[config.mk]
export PLATFORM = sky130hd
export DESIGN_NAME = freq_report_formatter_flat
export DESIGN_NICKNAME = d
export VERILOG_FILES = /design/src/rtl/freq_report_formatter_if.sv /design/src/rtl/freq_report_formatter.sv /design/src/flat_wrapper.sv
export SDC_FILE = /design/constraint.sdc
export NUM_CORES = 1
export LEC_CHECK = 0
export ABC_CLOCK_PERIOD_IN_PS = 3030
export CORE_ASPECT_RATIO = 0.7
export CORE_MARGIN = 4
export CORE_UTILIZATION = 60
export CTS_BUF_LIST = sky130_fd_sc_hd__clkbuf_4 sky130_fd_sc_hd__clkbuf_8
export CTS_CLUSTER_DIAMETER = 50
export DETAILED_ROUTE_END_ITERATION = 6
export DONT_BUFFER_PORTS = 1
export GPL_TIMING_DRIVEN = 0
export PLACE_DENSITY = 0.75
export RECOVER_POWER = 50
export SKIP_LAST_GASP = 1
export SLEW_MARGIN = 20
export SYNTH_ARGS = -nofsm -noshare
export SYNTH_HDL_FRONTEND = slang
export SYNTH_SLANG_ARGS = --single-unit
[constraint.sdc]
create_clock -name clk -period 3.03 [get_ports clk]
set_clock_uncertainty 0.15 [all_clocks]
set_input_delay 0.1515 -clock clk [delete_from_list [all_inputs] [get_ports clk]]
set_output_delay 0.1515 -clock clk [all_outputs]
set_load 0.02 [all_outputs]
[src/rtl/freq_report_formatter_if.sv]
// Handshake bundle between the measurement core, the report formatter and the UART transmitter.
// slave: the formatter itself; master: its surroundings (measurement core and transmitter).
interface freq_report_formatter_if #(
  parameter int WIDTH = 32
);
  logic [WIDTH-1:0] value;
  logic             value_valid;
  logic             ready;
  logic             overrun;
  logic             tx_start;
  logic [7:0]       tx_data;
  logic             tx_busy;

  modport slave (
    input  value, value_valid, tx_busy,
    output ready, overrun, tx_start, tx_data
  );

  modport master (
    output value, value_valid, tx_busy,
    input  ready, overrun, tx_start, tx_data
  );
endinterface

[src/rtl/freq_report_formatter.sv]
// Binary frequency count -> decimal ASCII line, paced byte-by-byte on the UART busy flag.
// Define FREQ_REPORT_CRLF_EN to terminate lines with CR LF; otherwise LF only.
//
// state     | meaning
// IDLE      | ready for a new value
// CONVERT   | double-dabble, one bit per cycle for WIDTH cycles
// SKIP      | walk past leading zero digits (digit 0 always sent)
// SEND_REQ  | present byte with tx_start until tx_busy is seen high
// SEND_WAIT | wait for tx_busy low, then pick the next character
module freq_report_formatter #(
  parameter int WIDTH  = 32,
  parameter int DIGITS = 10
) (
  input  logic                  clk,
  input  logic                  rst,
  freq_report_formatter_if.slave bus
);
  localparam int CW = $clog2(WIDTH);
  localparam int IW = $clog2(DIGITS);
  localparam int BW = 4 * DIGITS;

  typedef enum logic [2:0] {
    S_IDLE, S_CONVERT, S_SKIP, S_SEND_REQ, S_SEND_WAIT
  } state_t;

  state_t           state;
  logic [BW-1:0]    bcd;
  logic [WIDTH-1:0] shreg;
  logic [CW-1:0]    cnt;
  logic [IW-1:0]    idx;
  logic             in_term;
`ifdef FREQ_REPORT_CRLF_EN
  logic             term_idx;
`endif
  logic             ready_q, overrun_q, tx_start_q;
  logic [7:0]       tx_data_q;

  logic [BW-1:0]    bcd_adj;
  logic [3:0]       cur_digit;
  logic [7:0]       term_char, cur_char;
  logic             last_term;

  assign bus.ready    = ready_q;
  assign bus.overrun  = overrun_q;
  assign bus.tx_start = tx_start_q;
  assign bus.tx_data  = tx_data_q;

  always_comb begin
    bcd_adj   = '0;
    cur_digit = '0;
    for (int i = 0; i < DIGITS; i++) begin
      bcd_adj[4*i +: 4] = (bcd[4*i +: 4] >= 4'd5) ? bcd[4*i +: 4] + 4'd3 : bcd[4*i +: 4];
      if (idx == IW'(i)) cur_digit = bcd[4*i +: 4];
    end
`ifdef FREQ_REPORT_CRLF_EN
    term_char = term_idx ? 8'h0A : 8'h0D;
    last_term = term_idx;
`else
    term_char = 8'h0A;
    last_term = 1'b1;
`endif
    cur_char = in_term ? term_char : {4'h3, cur_digit};
  end

  always_ff @(posedge clk or posedge rst) begin
    if (rst) begin
      state      <= S_IDLE;
      bcd        <= '0;
      shreg      <= '0;
      cnt        <= '0;
      idx        <= '0;
      in_term    <= 1'b0;
`ifdef FREQ_REPORT_CRLF_EN
      term_idx   <= 1'b0;
`endif
      ready_q    <= 1'b1;
      overrun_q  <= 1'b0;
      tx_start_q <= 1'b0;
      tx_data_q  <= 8'h00;
    end else begin
      // ready_q is high exactly in IDLE, so this flags every dropped strobe
      overrun_q <= bus.value_valid && !ready_q;
      case (state)
        S_IDLE: begin
          if (bus.value_valid) begin
            shreg   <= bus.value;
            bcd     <= '0;
            cnt     <= CW'(WIDTH - 1);
            ready_q <= 1'b0;
            state   <= S_CONVERT;
          end
        end
        S_CONVERT: begin
          {bcd, shreg} <= {bcd_adj, shreg} << 1;
          if (cnt == '0) begin
            idx   <= IW'(DIGITS - 1);
            state <= S_SKIP;
          end else begin
            cnt <= cnt - 1'b1;
          end
        end
        S_SKIP: begin
          if (cur_digit == 4'd0 && idx != '0) begin
            idx <= idx - 1'b1;
          end else begin
            in_term <= 1'b0;
`ifdef FREQ_REPORT_CRLF_EN
            term_idx <= 1'b0;
`endif
            state <= S_SEND_REQ;
          end
        end
        S_SEND_REQ: begin
          if (!tx_start_q) begin
            tx_start_q <= 1'b1;
            tx_data_q  <= cur_char;
          end else if (bus.tx_busy) begin
            tx_start_q <= 1'b0;
            state      <= S_SEND_WAIT;
          end
        end
        S_SEND_WAIT: begin
          if (!bus.tx_busy) begin
            if (!in_term) begin
              if (idx == '0) in_term <= 1'b1;
              else           idx     <= idx - 1'b1;
              state <= S_SEND_REQ;
            end else if (last_term) begin
              ready_q <= 1'b1;
              state   <= S_IDLE;
            end else begin
`ifdef FREQ_REPORT_CRLF_EN
              term_idx <= 1'b1;
`endif
              state <= S_SEND_REQ;
            end
          end
        end
        default: state <= S_IDLE;
      endcase
    end
  end
endmodule

[src/flat_wrapper.sv]
// flat-port wrapper written by rule: the top's interface ports become plain ports
module freq_report_formatter_flat 
#(
  parameter int WIDTH  = 32,
  parameter int DIGITS = 10
)
  (clk, rst, bus_value, bus_value_valid, bus_tx_busy, bus_ready, bus_overrun, bus_tx_start, bus_tx_data);
  freq_report_formatter_if #(.WIDTH(WIDTH)) bus_i ();
  input  logic clk;
  input  logic rst;
  input wire logic [$bits(bus_i.value)-1:0] bus_value;
  input wire logic [$bits(bus_i.value_valid)-1:0] bus_value_valid;
  input wire logic [$bits(bus_i.tx_busy)-1:0] bus_tx_busy;
  output wire logic [$bits(bus_i.ready)-1:0] bus_ready;
  output wire logic [$bits(bus_i.overrun)-1:0] bus_overrun;
  output wire logic [$bits(bus_i.tx_start)-1:0] bus_tx_start;
  output wire logic [$bits(bus_i.tx_data)-1:0] bus_tx_data;
  assign bus_i.value = bus_value;
  assign bus_i.value_valid = bus_value_valid;
  assign bus_i.tx_busy = bus_tx_busy;
  assign bus_ready = bus_i.ready;
  assign bus_overrun = bus_i.overrun;
  assign bus_tx_start = bus_i.tx_start;
  assign bus_tx_data = bus_i.tx_data;
  freq_report_formatter #(.WIDTH(WIDTH), .DIGITS(DIGITS)) u_core (.clk(clk), .rst(rst), .bus(bus_i));
endmodule
==> run metrics, run 1 <==
maximum net fanout on the critical path=10; Rel. slew slack=0.0275; gpl congestion=0.965; Clk Latency, worst-skew pair=370 ps; P_leak=0.00254 µW; via count=4,616; Post-Syn Area=approximately 5200 µm²; Inst Count DP=691; Synthesis Warnings=0; largest family of logic cells by synthesized area=compound AO/OA/AOI/OAI gates; IO Pins=47; Yosys top cell area share=0.443; Clk Tree Root Cell=clkbuf_8; worst-margin pin slew=1450 ps; drt total wl=13.8 mm; TNS Setup=0 ps; DR iter-0 viols=564; worst hold endpoint=u_core.state[1]; R2R Path Start=u_core.idx[1]; area grow syn2layout=15.2%; drt first pass iters=5; CTS tree=done; Clock Sinks=93; Pwr Density=about 1100 nW/µm²; TritonCTS buffer count=9; fraction of registers with async set/reset=1.00; number of remaining DRC errors=0; Longest Clk Path Bufs=2; core area=8440 µm²; CP Launch Type=register; largest net degree at the start of global routing=63; R2R cell count=10; status=finished, final reports clean; R2R Setup Slk=approximately 110 ps; Synth Area in Adders=0.0649; worst hold path cell count=6; hpwl dp=9.25 mm; Initial Util=0.616; Setup crit end kind=register; #FFs+latches synth=93; Final ANT Viol Nets=0; Post-CTS Repair Setup Buffers=0; total grt overflow=0; global-route wire length before repair=22.5 mm; overall routing resource usage=0.276; largest area contributor in the netlist=dfrtp_1; Std-Cell Rows=28; Hold Startpoint=bus_value_valid; Seq/Total Area, Yosys=0.448; RSZ-0062 raised after global routing=no; routed len/inst=18.6 µm; Worst-path clk slew=90 ps; min Tclk post-route=approximately 2900 ps; Mean Syn Cell Area=9.14 µm²; worst hold path type=in -> reg; Synth Area in Compound Gates=0.239; # diodes=0; layout cells sized above 1=0.0675; final core area utilization=0.710; Crit path arrival time=3020 ps; Final Hold Fails=0; VDD IR-drop max=720 µV; reg2reg end=u_core.idx[2]; main area contributors after synthesis=dfrtp_1 44%, ha_1 6.5%, nand2_1 4.8%, a21oi_1 4.0%, nor2_1 4.0%; simple-gate share of the synthesized area=0.164; WHS=225 ps; count leader, synth=dfrtp_1; max_cap viols=0; ys flop type=dfrtp_1; distinct cell type count after synthesis=59; PortBufs=0; Die ar.=around 10,000 µm²; Final Max Tran Viols=0; critical path required time=approximately 3100 ps; via-per-instance ratio=6.22; Setup CP Type=reg -> reg; nets@finish=680; xor and xnor area share after synthesis=0.0269; maximum clock rate=342 MHz; H-tree depth=3; EDFF count, synth=0; Die H=85.9 µm; Post-synth top cells=92 x dfrtp_1, 67 x nand2_1, 56 x nor2_1; die extent in x=119 µm; initial antenna violation count=0; Total Power=6490 µW; synthesized instance count=around 570; final std cells w/o fill=742; Final Cycle Share=0.964; Final setup viols=0; vias in the first global route=4,489; post-synthesis mux area share=0.00433
## worst max-delay path, stage by stage (launching register included)
cell      delay (ps)
dfrtp_1          430
inv_1            110
ha_1             200
buf_6            140
buf_6            140
a221o_1          390
a311oi_4         340
nand2_1          150
o41a_4           410
o31ai_1          240
o31ai_1          110
## power by group
group,switching [µW],internal [µW],total (µW)
logic,2070,1230,3300
registers,510,1730,2240
clock network,462,482,944
## metrics by stage
stage | worst slack, ps | cell area (µm²)
floorplan | 310 | 5210
global placement | -612 | 5360
detailed placement | 9.88 | 5390
CTS | 21.6 | 5970
global route | 9.73 | 6000
finish | 108 | 6000
## state kept, by name, indices dropped and copies added, names as in the netlist
signal               flops
u_core.bus.tx_data       5
u_core.idx               4
u_core.cnt               5
u_core.in_term           1
u_core.shreg            32
u_core.bus.overrun       1
u_core.bus.tx_start      1
u_core.bus.ready         1
u_core.bcd              40
u_core.state             3
## cells in the final DEF, fill, tap and decap left out, drive strengths merged, types with 3 or more instances in the layout
cell type	count
buf	13
nand3b	3
a211oi	4
nand2b	14
o21ai	30
a21oi	42
a31oi	3
xnor2	11
nor2b	7
a32o	10
inv	33
clkbuf	30
a22oi	19
dlygate4sd3	35
nor2	56
nand4b	3
nor3b	7
and3	3
o22a	3
dfrtp	92
nand2	67
a2111oi	5
o22ai	33
nor3	9
nand3	4
xor2	5
o31ai	14
o32ai	4
ha	27
## layer usage
layer / GRT usage / routed length, µm / vias up
li1: - / - / 2140
met1: 0.383 / 6240 / 2244
met2: 0.422 / 6150 / 194
met3: 0.0837 / 1090 / 38
met4: 0.0873 / 296 / 0
met5: 0 / 0 / -
## layout make-up
type	instances	area, µm²
multi-input combinational	413	2640
sequential	93	2330
inverter	32	121
tap	120	150
fill	637	2450
clock buffer	10	131
buffer	32	154
timing repair buffer	36	378
clock inverter	6	93.8
## repair_timing
item	in CTS	in global routing
gates resized for setup	1	8
hold endpoints to repair	133	0
hold buffers	35	0
endpoints found under the setup margin	1	4
pin swaps	0	0
## worst max-delay path by stage
stage	from	end	slack, ps	cells after the start
after floorplan	rst	u_core.bcd[0]	310	1
after global placement	rst	u_core.bcd[27]	-610	1
after detailed placement	u_core.idx[0]	u_core.idx[0]	10	9
after CTS	u_core.idx[0]	u_core.idx[2]	20	9
after global routing	u_core.idx[0]	u_core.idx[2]	10	8
final	u_core.idx[1]	u_core.idx[2]	110	10
## cell families after synthesis
family / after synthesis
XOR/XNOR: 16
adder cells (fa/ha/maj): 27
AND/OR/NAND/NOR: 183
other: 1
multiplexers: 2
buffers and inverters: 64
flip-flops: 93
AO/OA/AOI/OAI: 183
(Power assumes the default switching activity.)
==> run 2: changes to the inputs <==
- RECOVER_POWER: 50 -> 100
==> run 2 against run 1 <==
Effect of this change:
- cell count stayed put
- clock-buffer cell count is the same
- final area is 0.19% lower
- critical path depth decreased by 1
- global-route usage did not move
- critical path type unchanged
==> run metrics, run 2 (synthesis results as in run 1) <==
via-per-instance ratio=6.32 (+1.6%); Clk Latency, worst-skew pair=370 ps (about the same); biggest regs=u_core.bcd: 40 flops, u_core.shreg: 32 flops; max FFs per register=40 (unchanged); hpwl dp=9.25 mm (unchanged); initial antenna violation count=0 (unchanged); Die ar.=10,200 µm² (unchanged); met3 Usage GRT=0.0837 (unchanged); Setup CP Type=reg -> reg; core area=8440 µm² (unchanged); Inst Count DP=691 (unchanged); Final ANT Viol Nets=0 (unchanged); commonest non-fill, non-tap cell in the layout=dfrtp_1; Pwr Density=1080 nW/µm² (about the same); IO Pins=47 (unchanged); number of remaining DRC errors=0 (unchanged); Longest Clk Path Bufs=2 (unchanged); vias in the first global route=4,489 (unchanged); worst setup margin=98.3 ps (-9.72 ps); worst-margin pin slew=1440 ps (-7.41 ps); CTS tree=done; H-tree depth=3 (unchanged); area grow syn2layout=15.0%; Final Hold Fails=0 (unchanged); Worst-path clk slew=90 ps (about the same); largest net degree at the start of global routing=63 (unchanged); # diodes=0 (unchanged); Clk Tree Root Cell=clkbuf_8; drt first pass iters=5 (unchanged); Crit path arrival time=3030 ps (about the same); Setup crit end kind=register; Initial Util=0.616 (unchanged); DP Area=5390 µm² (unchanged); PortBufs=0 (unchanged); TritonCTS buffer count=9 (unchanged); maximum clock rate=341 MHz (-0.33%); Final Max Tran Viols=0 (unchanged); DP Worst Slack=9.88 ps (unchanged); max_cap viols=0 (unchanged); total grt overflow=0 (unchanged); drt total wl=13.9 mm (+0.74%); final std cells w/o fill=742 (unchanged); Std-Cell Rows=28 (unchanged); overall routing resource usage=0.276 (unchanged); Final setup viols=0 (unchanged); min Tclk post-route=2930 ps (+9.72 ps); gpl congestion=0.965 (unchanged); CP Launch Type=register; nets@finish=680 (unchanged); Clock Sinks=93 (unchanged); grt met2 use=0.422 (unchanged); worst hold path type=in -> reg; Rel. slew slack=0.0325 (+0.00497); die extent in x=119 µm (unchanged); global-route wire length before repair=22.5 mm (unchanged); Final Instance Area=5980 µm² (-0.19%); WHS=226 ps (+1.02 ps); routed len/inst=18.7 µm (+0.74%); P_leak=0.00253 µW (-0.31%); VDD IR-drop max=720 µV (about the same); commonest non-fill, non-tap cells in the layout=91 x dfrtp_1, 67 x nand2_1, 56 x nor2_1; met1 usage=0.383 (unchanged); critical path required time=3120 ps (about the same); RSZ-0062 raised after global routing=no; Final Cycle Share=0.968 (+0.00321); layout cells sized above 1=0.0627 (-0.00482); status=finished, final reports clean; DR iter-0 viols=540 (-4.3%); Post-CTS Repair Setup Buffers=0 (unchanged); grt peak-use layer=met2; Die H=85.9 µm (unchanged); maximum net fanout on the critical path=10 (unchanged); Top reg by flops=u_core.bcd; via count=4,688 (+1.6%)
-- run 2: stage by stage --
step | total power, µW | util | setup TNS [ps]
after floorplan | 4500 | - | 0
final | 6480 | 0.709 | 0
after global routing | 6950 | 0.709 | 0
after detailed placement | 5340 | 0.638 | 0
after CTS | 6350 | 0.707 | 0
after global placement | 5220 | 0.634 | -55950
-- run 2: area by class of cell --
type	instances	area, µm²
timing repair buffer	36	378
multi-input combinational	413	2630
inverter	32	121
tap	120	150
clock inverter	6	93.8
buffer	32	149
clock buffer	10	131
fill	642	2460
sequential	93	2330
-- run 2: power by group --
group,internal [µW],total [µW],leakage (µW),switching [µW]
sequential,1730,2250,0.00116,513
combinational,1220,3290,0.00126,2070
clock,482,944,0.000111,463
-- run 2: critical path: stages (launching register included) --
cell	delay (ps)
dfrtp_2	460
ha_1	330
clkbuf_2	250
a211oi_1	240
o21ai_0	120
o2111ai_1	140
a21oi_1	230
o41a_4	550
o31ai_1	240
o31ai_1	110
-- run 2: worst paths after layout --
path | from | to | slack (ps) | cells after the start
setup / recovery | u_core.idx[0] | u_core.idx[2] | 100 | 9
hold / removal | bus_value_valid | u_core.state[1] | 230 | 6
setup reg to reg | u_core.idx[0] | u_core.idx[2] | 100 | 9
hold reg to reg | u_core.shreg[5] | u_core.shreg[5] | 330 | 2
max in group asynchronous | rst | u_core.bcd[13] | 1440 | 3
min in group asynchronous | rst | u_core.bcd[35] | 430 | 2
-- run 2: per-layer routing --
layer	up-vias	part of all wire
met5	-	0
met4	0	0.022
met3	39	0.089
met2	248	0.45
met1	2266	0.44
li1	2135	-
-- run 2: what timing repair did --
action                                  4_1_cts  5_1_grt
hold buffers                                 35        0
cloned                                        0        0
pin swaps                                     0        0
endpoints found under the setup margin        1        4
hold endpoints to repair                    133        0
resized for setup                             1        8
